===== config.mk =====
export PLATFORM = sky130hd
export DESIGN_NAME = aespp_sched
export DESIGN_NICKNAME = d
export VERILOG_FILES = /design/src/rtl/aespp_pkg.sv /design/src/rtl/aespp_rr_arb.sv /design/src/rtl/aespp_sched.sv
export SDC_FILE = /design/constraint.sdc
export NUM_CORES = 1
export LEC_CHECK = 0
export BUFFER_PORTS_ARGS = -buffer_cell sky130_fd_sc_hd__buf_4
export CORE_AREA = 2 2 260 262
export CTS_CLUSTER_DIAMETER = 60
export DETAILED_ROUTE_END_ITERATION = 10
export DIE_AREA = 0 0 262 264
export GPL_TIMING_DRIVEN = 1
export SYNTH_ARGS = -nofsm -noshare
export SYNTH_HDL_FRONTEND = slang
export SYNTH_SLANG_ARGS = --single-unit

===== constraint.sdc =====
create_clock -name i_clk -period 1.9 [get_ports i_clk]
set_clock_uncertainty 0.15 [all_clocks]
set_input_delay 0 -clock i_clk [delete_from_list [all_inputs] [get_ports i_clk]]
set_output_delay 0 -clock i_clk [all_outputs]
set_load 0.01 [all_outputs]

===== src/rtl/aespp_pkg.sv =====
// Shared types and widths for the aespp request scheduler.
package aespp_pkg;
    localparam int CNT_W = 5;  // up to 16 words per chain, plus headroom
    localparam int ID_W  = 2;  // up to 4 requesters

    typedef enum logic [1:0] {
        ST_IDLE,
        ST_FEED,
        ST_WAIT,
        ST_RESP
    } state_t;
endpackage


===== src/rtl/aespp_rr_arb.sv =====
// Combinational round-robin picker: first active request after `last`, wrapping.
module aespp_rr_arb
    import aespp_pkg::*;
#(
    parameter int NREQ = 2
) (
    input  logic [NREQ-1:0] req,
    input  logic [ID_W-1:0] last,
    output logic [NREQ-1:0] gnt,
    output logic [ID_W-1:0] idx,
    output logic            any
);
    always_comb begin
        gnt = '0;
        idx = '0;
        any = 1'b0;
        // Offset 1 first so the last winner is considered last.
        for (int i = 1; i <= NREQ; i++) begin
            for (int j = 0; j < NREQ; j++) begin
                if (!any && ((int'(last) + i) % NREQ == j) && req[j]) begin
                    any    = 1'b1;
                    gnt[j] = 1'b1;
                    idx    = ID_W'(j);
                end
            end
        end
    end
endmodule


===== src/rtl/aespp_sched.sv =====
// Shares one aespp conditioner among NREQ requesters, one chain at a time.
// Optional per-requester grant counters: define AESPP_SCHED_STATS_EN.
module aespp_sched
    import aespp_pkg::*;
#(
    parameter int NREQ   = 2,
    parameter int STAT_W = 16
) (
    input  logic                   i_clk,
    input  logic                   i_reset_n,
    input  logic [NREQ-1:0]        i_req_valid,
    input  logic [128*NREQ-1:0]    i_req_dat,
    input  logic [4*NREQ-1:0]      i_req_blocks,
    output logic [NREQ-1:0]        o_req_pop,
    output logic                   o_core_valid,
    output logic [127:0]           o_core_dat,
    output logic [3:0]             o_core_blocks,
    input  logic                   i_core_consumed,
    input  logic                   i_core_valid,
    input  logic [127:0]           i_core_dat,
    output logic                   o_core_read,
    output logic                   o_rsp_valid,
    output logic [127:0]           o_rsp_dat,
    output logic [ID_W-1:0]        o_rsp_id,
    input  logic                   i_rsp_ready,
`ifdef AESPP_SCHED_STATS_EN
    output logic [STAT_W*NREQ-1:0] o_grant_cnt,
`endif
    output logic                   o_busy
);
    state_t           state;
    logic [ID_W-1:0]  grant;
    logic [ID_W-1:0]  last_grant;
    logic [3:0]       blocks;
    logic [CNT_W-1:0] cnt;

    logic [NREQ-1:0]  arb_gnt;
    logic [ID_W-1:0]  arb_idx;
    logic             arb_any;
    logic [3:0]       arb_blocks;
    logic             cur_valid;
    logic [127:0]     cur_dat;
    logic             take;
    logic             last_word;

    aespp_rr_arb #(.NREQ(NREQ)) u_arb (
        .req  (i_req_valid),
        .last (last_grant),
        .gnt  (arb_gnt),
        .idx  (arb_idx),
        .any  (arb_any)
    );

    always_comb begin
        arb_blocks = '0;
        cur_valid  = 1'b0;
        cur_dat    = '0;
        for (int r = 0; r < NREQ; r++) begin
            arb_blocks |= {4{arb_gnt[r]}} & i_req_blocks[4*r +: 4];
            if (grant == ID_W'(r)) begin
                cur_valid = i_req_valid[r];
                cur_dat   = i_req_dat[128*r +: 128];
            end
        end
    end

    // Everything toward the core is gated by FEED, so WAIT/RESP can never start a chain.
    assign o_core_valid  = (state == ST_FEED) && cur_valid;
    assign o_core_dat    = (state == ST_FEED) ? cur_dat : '0;
    assign o_core_blocks = (state == ST_FEED) ? blocks : '0;
    assign take          = o_core_valid && i_core_consumed;
    assign last_word     = take && (cnt == CNT_W'(blocks));

    always_comb begin
        o_req_pop = '0;
        for (int r = 0; r < NREQ; r++)
            o_req_pop[r] = take && (grant == ID_W'(r));
    end

    // Response side depends only on state and core outputs, never on i_req_*.
    assign o_rsp_valid = (state == ST_RESP);
    assign o_rsp_dat   = o_rsp_valid ? i_core_dat : '0;
    assign o_rsp_id    = o_rsp_valid ? grant : '0;
    assign o_core_read = o_rsp_valid && i_rsp_ready;
    assign o_busy      = (state != ST_IDLE);

    always_ff @(posedge i_clk or negedge i_reset_n) begin
        if (!i_reset_n) begin
            state      <= ST_IDLE;
            grant      <= '0;
            last_grant <= ID_W'(NREQ - 1);
            blocks     <= '0;
            cnt        <= '0;
        end else begin
            case (state)
                ST_IDLE: if (arb_any) begin
                    grant  <= arb_idx;
                    blocks <= arb_blocks;
                    cnt    <= '0;
                    state  <= ST_FEED;
                end
                ST_FEED: begin
                    if (last_word) begin
                        cnt   <= '0;
                        state <= ST_WAIT;
                    end else if (take) begin
                        cnt <= cnt + CNT_W'(1);
                    end
                end
                ST_WAIT: if (i_core_valid) state <= ST_RESP;
                ST_RESP: if (i_rsp_ready) begin
                    last_grant <= grant;
                    state      <= ST_IDLE;
                end
                default: state <= ST_IDLE;
            endcase
        end
    end

`ifdef AESPP_SCHED_STATS_EN
    logic [NREQ-1:0][STAT_W-1:0] grant_cnt;

    always_ff @(posedge i_clk or negedge i_reset_n) begin
        if (!i_reset_n) begin
            grant_cnt <= '0;
        end else if (o_core_read) begin
            for (int r = 0; r < NREQ; r++)
                if (grant == ID_W'(r) && !(&grant_cnt[r]))
                    grant_cnt[r] <= grant_cnt[r] + STAT_W'(1);
        end
    end

    assign o_grant_cnt = grant_cnt;
`endif
endmodule

Word-level counts from Yosys, hierarchy flattened
Cells that the tools add are included.
- add/subtract/negate cells: 3
- eq/ne operators: 12
- mux-type cells: 27
- bitwise gates (word level): 5
- reductions and logical operators: 26
- operators with widths (operator ; number):
    $mux W128 ; 4
    $logic_not A32 Y1 ; 2
    $mux W5 ; 3
    $logic_and A1 B1 Y1 ; 13
    $mux W1 ; 13
    $pmux W5 S2 ; 1
    $and A4 B4 Y4 ; 2
    $eq A2 B2 Y1 const B ; 4
    $mux W2 ; 4
    $pmux W2 S4 ; 1
    $ne A2 B2 Y1 const B ; 3
    $add A5 B1 Y5 const B ; 1
    $eq A5 B4 Y1 ; 1
    $logic_not A2 Y1 ; 2
    $mux W4 ; 1
    $or A4 B4 Y4 ; 1
    $reduce_and A2 Y1 ; 2
    $reduce_and A4 Y1 ; 1
    $reduce_bool A2 Y1 ; 2
    $logic_not A1 Y1 ; 3
    $ne A3 B3 Y1 const B ; 1
    $reduce_and A3 Y1 ; 1
    $add A1 B1 Y1 const B ; 2
    $and A1 B1 Y1 const A ; 2
    3 further kinds ; 3
- register bits: 13
- output and inout bits: 268
- logic and storage cells: 78

Depth between registers and ports, before layout
- word-level depth: 19
- depth in mapped cells: 8

Modules after synthesis
A second synthesis with hierarchy kept.
- cell total of the unflattened synthesis: 526
- area, all modules: 3703.6 µm²
- by module, submodules not included (module ; times used ; cells an instance ; area each (µm²) ; seq. area each (µm²)):
    aespp_sched ; 1 ; 519 ; 3659.8 ; 376.6
    aespp_rr_arb ; 1 ; 7 ; 43.8 ; 0.0

Least setup slack after synthesis
Ideal clock, no wire load.
- kind: register to register
- start: reg state[1]
- end: reg cnt[2]
- library setup time: 124 ps
- data arrival time: 1784 ps
- setup slack: -158 ps
- cell stages (with the launch flop): 8
- path buffers: 1
- period minus slack after synthesis: 2058 ps
- path through: dfrtp_1 > inv_1 > ha_1 > clkbuf_1 > and2_1 > a2bb2oi_1 > nor4b_1 > a211o_1
- word-level cells in the longest chain between the ends: 6
- elaborated cells between the ends (all ways): 11
- those cells by class: 3 x eq/ne; 2 x mux; 6 x reduce/logical
- RTL lines (element ; line ; RTL):
    start, declared ; aespp_sched.sv:31 ; state_t state;
    start signal, assigned ; aespp_sched.sv:89 ; state <= ST_IDLE;
    start signal, assigned ; aespp_sched.sv:100 ; state <= ST_FEED;
    start signal, assigned ; aespp_sched.sv:105 ; state <= ST_WAIT;
    $eq A2 B1 Y1 ; aespp_sched.sv:68, aespp_sched.sv:95 ;
    $logic_and A1 B1 Y1 ; aespp_sched.sv:68 ; assign o_core_valid = (state == ST_FEED) && cur_valid;
    $logic_and A1 B1 Y1 ; aespp_sched.sv:71 ; assign take = o_core_valid && i_core_consumed;
    $logic_and A1 B1 Y1 ; aespp_sched.sv:72 ; assign last_word = take && (cnt == CNT_W'(blocks));
    $ne A3 B3 Y1 (no line) / $mux W5 (equally long branches) ; n/a ;
    $reduce_and A3 Y1 (no line) / $pmux W5 S2 (equally long branches) ; n/a ;
    end signal, assigned ; aespp_sched.sv:107 ; cnt <= cnt + CNT_W'(1);
    end, declared ; aespp_sched.sv:35 ; logic [CNT_W-1:0] cnt;
Several ways; a longest one is shown, not always the timed one.
A chain may end at the register's enable or synchronous reset.

Worst setup path in the final report
- start: reg grant[0]
- end: reg cnt[2]
- word-level cells in the longest chain between the ends: 8
- elaborated cells between the ends (all ways): 11
- those cells by class: 2 x eq/ne; 4 x mux; 5 x reduce/logical
- RTL lines (element ; line ; RTL):
    start, declared ; aespp_sched.sv:32 ; logic [ID_W-1:0] grant;
    start signal, assigned ; aespp_sched.sv:97 ; grant <= arb_idx;
    $logic_not A2 Y1 ; aespp_sched.sv:60 ; if (grant == ID_W'(r)) begin
    $mux W1 ; aespp_sched.sv:60 ;
    $mux W1 * ; aespp_sched.sv:60 ;
    $logic_and A1 B1 Y1 * ; aespp_sched.sv:68 ;
    $logic_and A1 B1 Y1 * ; aespp_sched.sv:71 ;
    $logic_and A1 B1 Y1 ; aespp_sched.sv:72 ;
    $ne A3 B3 Y1 (no line) / $mux W5 (equally long branches) ; n/a ;
    $reduce_and A3 Y1 (no line) / $pmux W5 S2 (equally long branches) ; n/a ;
Mark *: on every way between the ends. The rest lies on a longest branch, timed or not.

==> reports/metrics.cfg <==
[run_status]
outcome=finished, violations left
violations=setup timing

[finish]
final_cell_mix=buf_4 (683), and2_1 (135), nor2b_1 (126)
n_fill_cell=7629
layout_commonest_cell=buf_4
multi_input_area_sq_um=3570
fin_util=0.164
synthToLayoutAreaGrowth_pct=180
final_area_sq_um=10900
seq_area_sq_um=330
drive_above_1_share=0.623
nets=1606

[synth]
synth_fa_ha_area_frac=0.0192
synth_xor_area_frac=0.00898
yosysUniqueCellTypes=35
synth.area.mux_share=0.338
synthArstFlopShare=1.00
synth_top_family_by_area=simple AND/OR/NAND/NOR gates
synth-simple-area-share=0.452
synth-main-ff-cell=dfrtp_1
synth-compound-area-share=0.0449
synth_edf_count=0
ys_seq_area_frac=0.0837
ys_warn_count=0
syn-num-nets=923
avgSynthCellArea_sq_um=7.53
synth_area_sq_um=3900
syn-instance-count=518
ys_ff_latch=13

[drt]
vias=6391
ant_nets=0
dr.pass1.iters=4
drt_iter0_markers=149
wl_per_cell_um=21.5
post_drt_via_cell_ratio=3.07
drc=0
wl_mm=44.7

[floorplanning]
fp.dieH_um=264
die_x_um=262
io_pins=667
dieArea_sq_um=69200
start_util=0.0586
rows=95
core_area_sq_um=66600

[setup_path]
cp_data_arrival_time_ns=1.91
cp_cell_sequence=mux2_4 -> nand2_2 -> o41ai_4 -> buf_4 -> nor3b_2 -> a211o_1
rr_worst_depth=6
cp_slowest_cell=dfrtp_4
crit_path_start_kind=flip-flop
cp-end-kind=flip-flop
cpPeakStageDelay_ns=0.60
required_ns=1.87
crit_buf_inv=1
path_depth=6
cp_max_fo=7
critPathKind=flip-flop to flip-flop
path_delay_family=flip-flops

[clock_network]
clockBufferDepth=2
htreeDepth=1
cts_tree=built
clkSlewWorstSetupHoldPaths_ns=0.05
cts.sinks=13
clockRootBuffer=clkbuf_16
numCtsBuffers=3
clock_latency_ns=0.24

[run]
drv_cap=0

[global_route]
grt_pass1_wl_mm=53.0
grt_pass1_vias=6265
overflow=0
grt_use_total=0.114
grt_max_degree=109
antenna_found_initial=18

[placed_design]
io_buffers=665
place_area_sq_um=10100
gp_congestion=0.834
dp_slack_ns=-0.253
dpl.hpwl_mm=37.3

[power_and_ir_drop]
ir_drop_uv=763
power.leakage_nw=5.51
power_frac_comb=0.923
seqPwrFrac=0.045
swShare=0.478
clock_power_share=0.032
intPower_mw=6.52
switchingPower_mw=5.98
p_per_area_nw_per_um2=1150

[sta]
setup_slack_ns=-0.0390
max_freq_mhz=516
fin_crit_ns=1.94
rsz0062_at_grt=true
finalHoldViolCount=0
setup_viol=2
post-route-period-util=1.02
drv_slew=0

[worst_hold_path]
min_path_type=input port to async pin

-- cell families after synthesis --
logic type / Yosys count
fa+ha+maj: 6
other cells: 1
xor+xnor: 4
simple gates: 288
flops: 13
compound gates: 24
mux: 131
buf+inv: 51
-- Yosys cell counts (2+ instances only) --
master,n,share of area
inv_1,6,0.0058
buf_1,3,0.0029
ha_1,6,0.019
nor2b_1,128,0.21
a21boi_0,2,0.0038
nand3_1,3,0.0038
dfrtp_1,12,0.077
buf_2,4,0.0051
buf_4,2,0.0038
nor2_1,2,0.0019
nor3_1,2,0.0026
a22oi_1,5,0.0096
clkbuf_1,36,0.035
and2_1,136,0.22
mux2i_1,129,0.33
nand2_1,12,0.012
a21oi_1,2,0.0026
xnor2_1,3,0.0067
o21ai_0,9,0.012
-- worst paths after layout --
| path | start | endpoint | slack (ns) |
|---|---|---|---|
| worst max-delay path | grant[0] | cnt[2] | -0.04 |
| worst min-delay path | i_reset_n | blocks[1] | 0.0005 |
| worst max register to register | grant[0] | cnt[2] | -0.04 |
| worst min register to register | last_grant[0] | last_grant[0] | 0.36 |
| max in group asynchronous | i_reset_n | last_grant[0] | 1.36 |
| min in group i_clk | i_req_valid[1] | state[1] | 0.11 |
-- per-layer routing --
layer | track usage | vias up | wire [um]
li1 | - | 3077 | -
met1 | 0.115 | 2844 | 15900
met2 | 0.211 | 409 | 22200
met3 | 0.0533 | 43 | 5600
met4 | 0.0244 | 18 | 1010
met5 | 0 | - | 116
-- per-stage QoR --
step	TNS [ns]	instances	hold WS [ns]	total power, mW
final	-0.0413	2083	0.000514	12.5
after global routing	-0.449	2078	0.00730	13.4
after floorplan	-0.0191	518	-0.446	5.23
after global placement	-0.402	2035	-0.289	10.7
after CTS	-0.320	2062	0.00194	12.2
after detailed placement	-0.450	2035	-0.285	10.7
-- power by group through the flow --
stage / clock (mW) / sequential [mW] / combinational, mW
after floorplan: 0 / 0.465 / 4.77
after global placement: 0 / 0.494 / 10.2
after detailed placement: 0 / 0.498 / 10.2
after CTS: 0.407 / 0.541 / 11.2
after global routing: 0.418 / 0.573 / 12.4
final: 0.398 / 0.562 / 11.5
-- registers in the layout, indices dropped and copies added (netlist names) --
register,cells
cnt,5
blocks,4
state,2
grant,1
last_grant,1
-- final cells by class --
type                    instances  area share
clock buffers                   3     0.00688
repair buffers                722       0.531
diodes                         10     0.00229
clock inverters                 1    0.000458
flip-flops and latches         13      0.0303
well taps                     873       0.100
multi-input cells             455       0.327
inverters                       6     0.00206
-- what timing repair did --
| item | 4_1_cts | 5_1_grt |
|---|---|---|
| gates cloned | 5 | 5 |
| gates resized for setup | 32 | 25 |
| endpoints found under the hold margin | 19 | 0 |
| hold buffers | 11 | 0 |
| buffers inserted | 7 | 6 |
| endpoints found under the setup margin | 91 | 50 |
| pin swaps | 6 | 0 |
No activity file was read; power rests on OpenSTA's default activity.
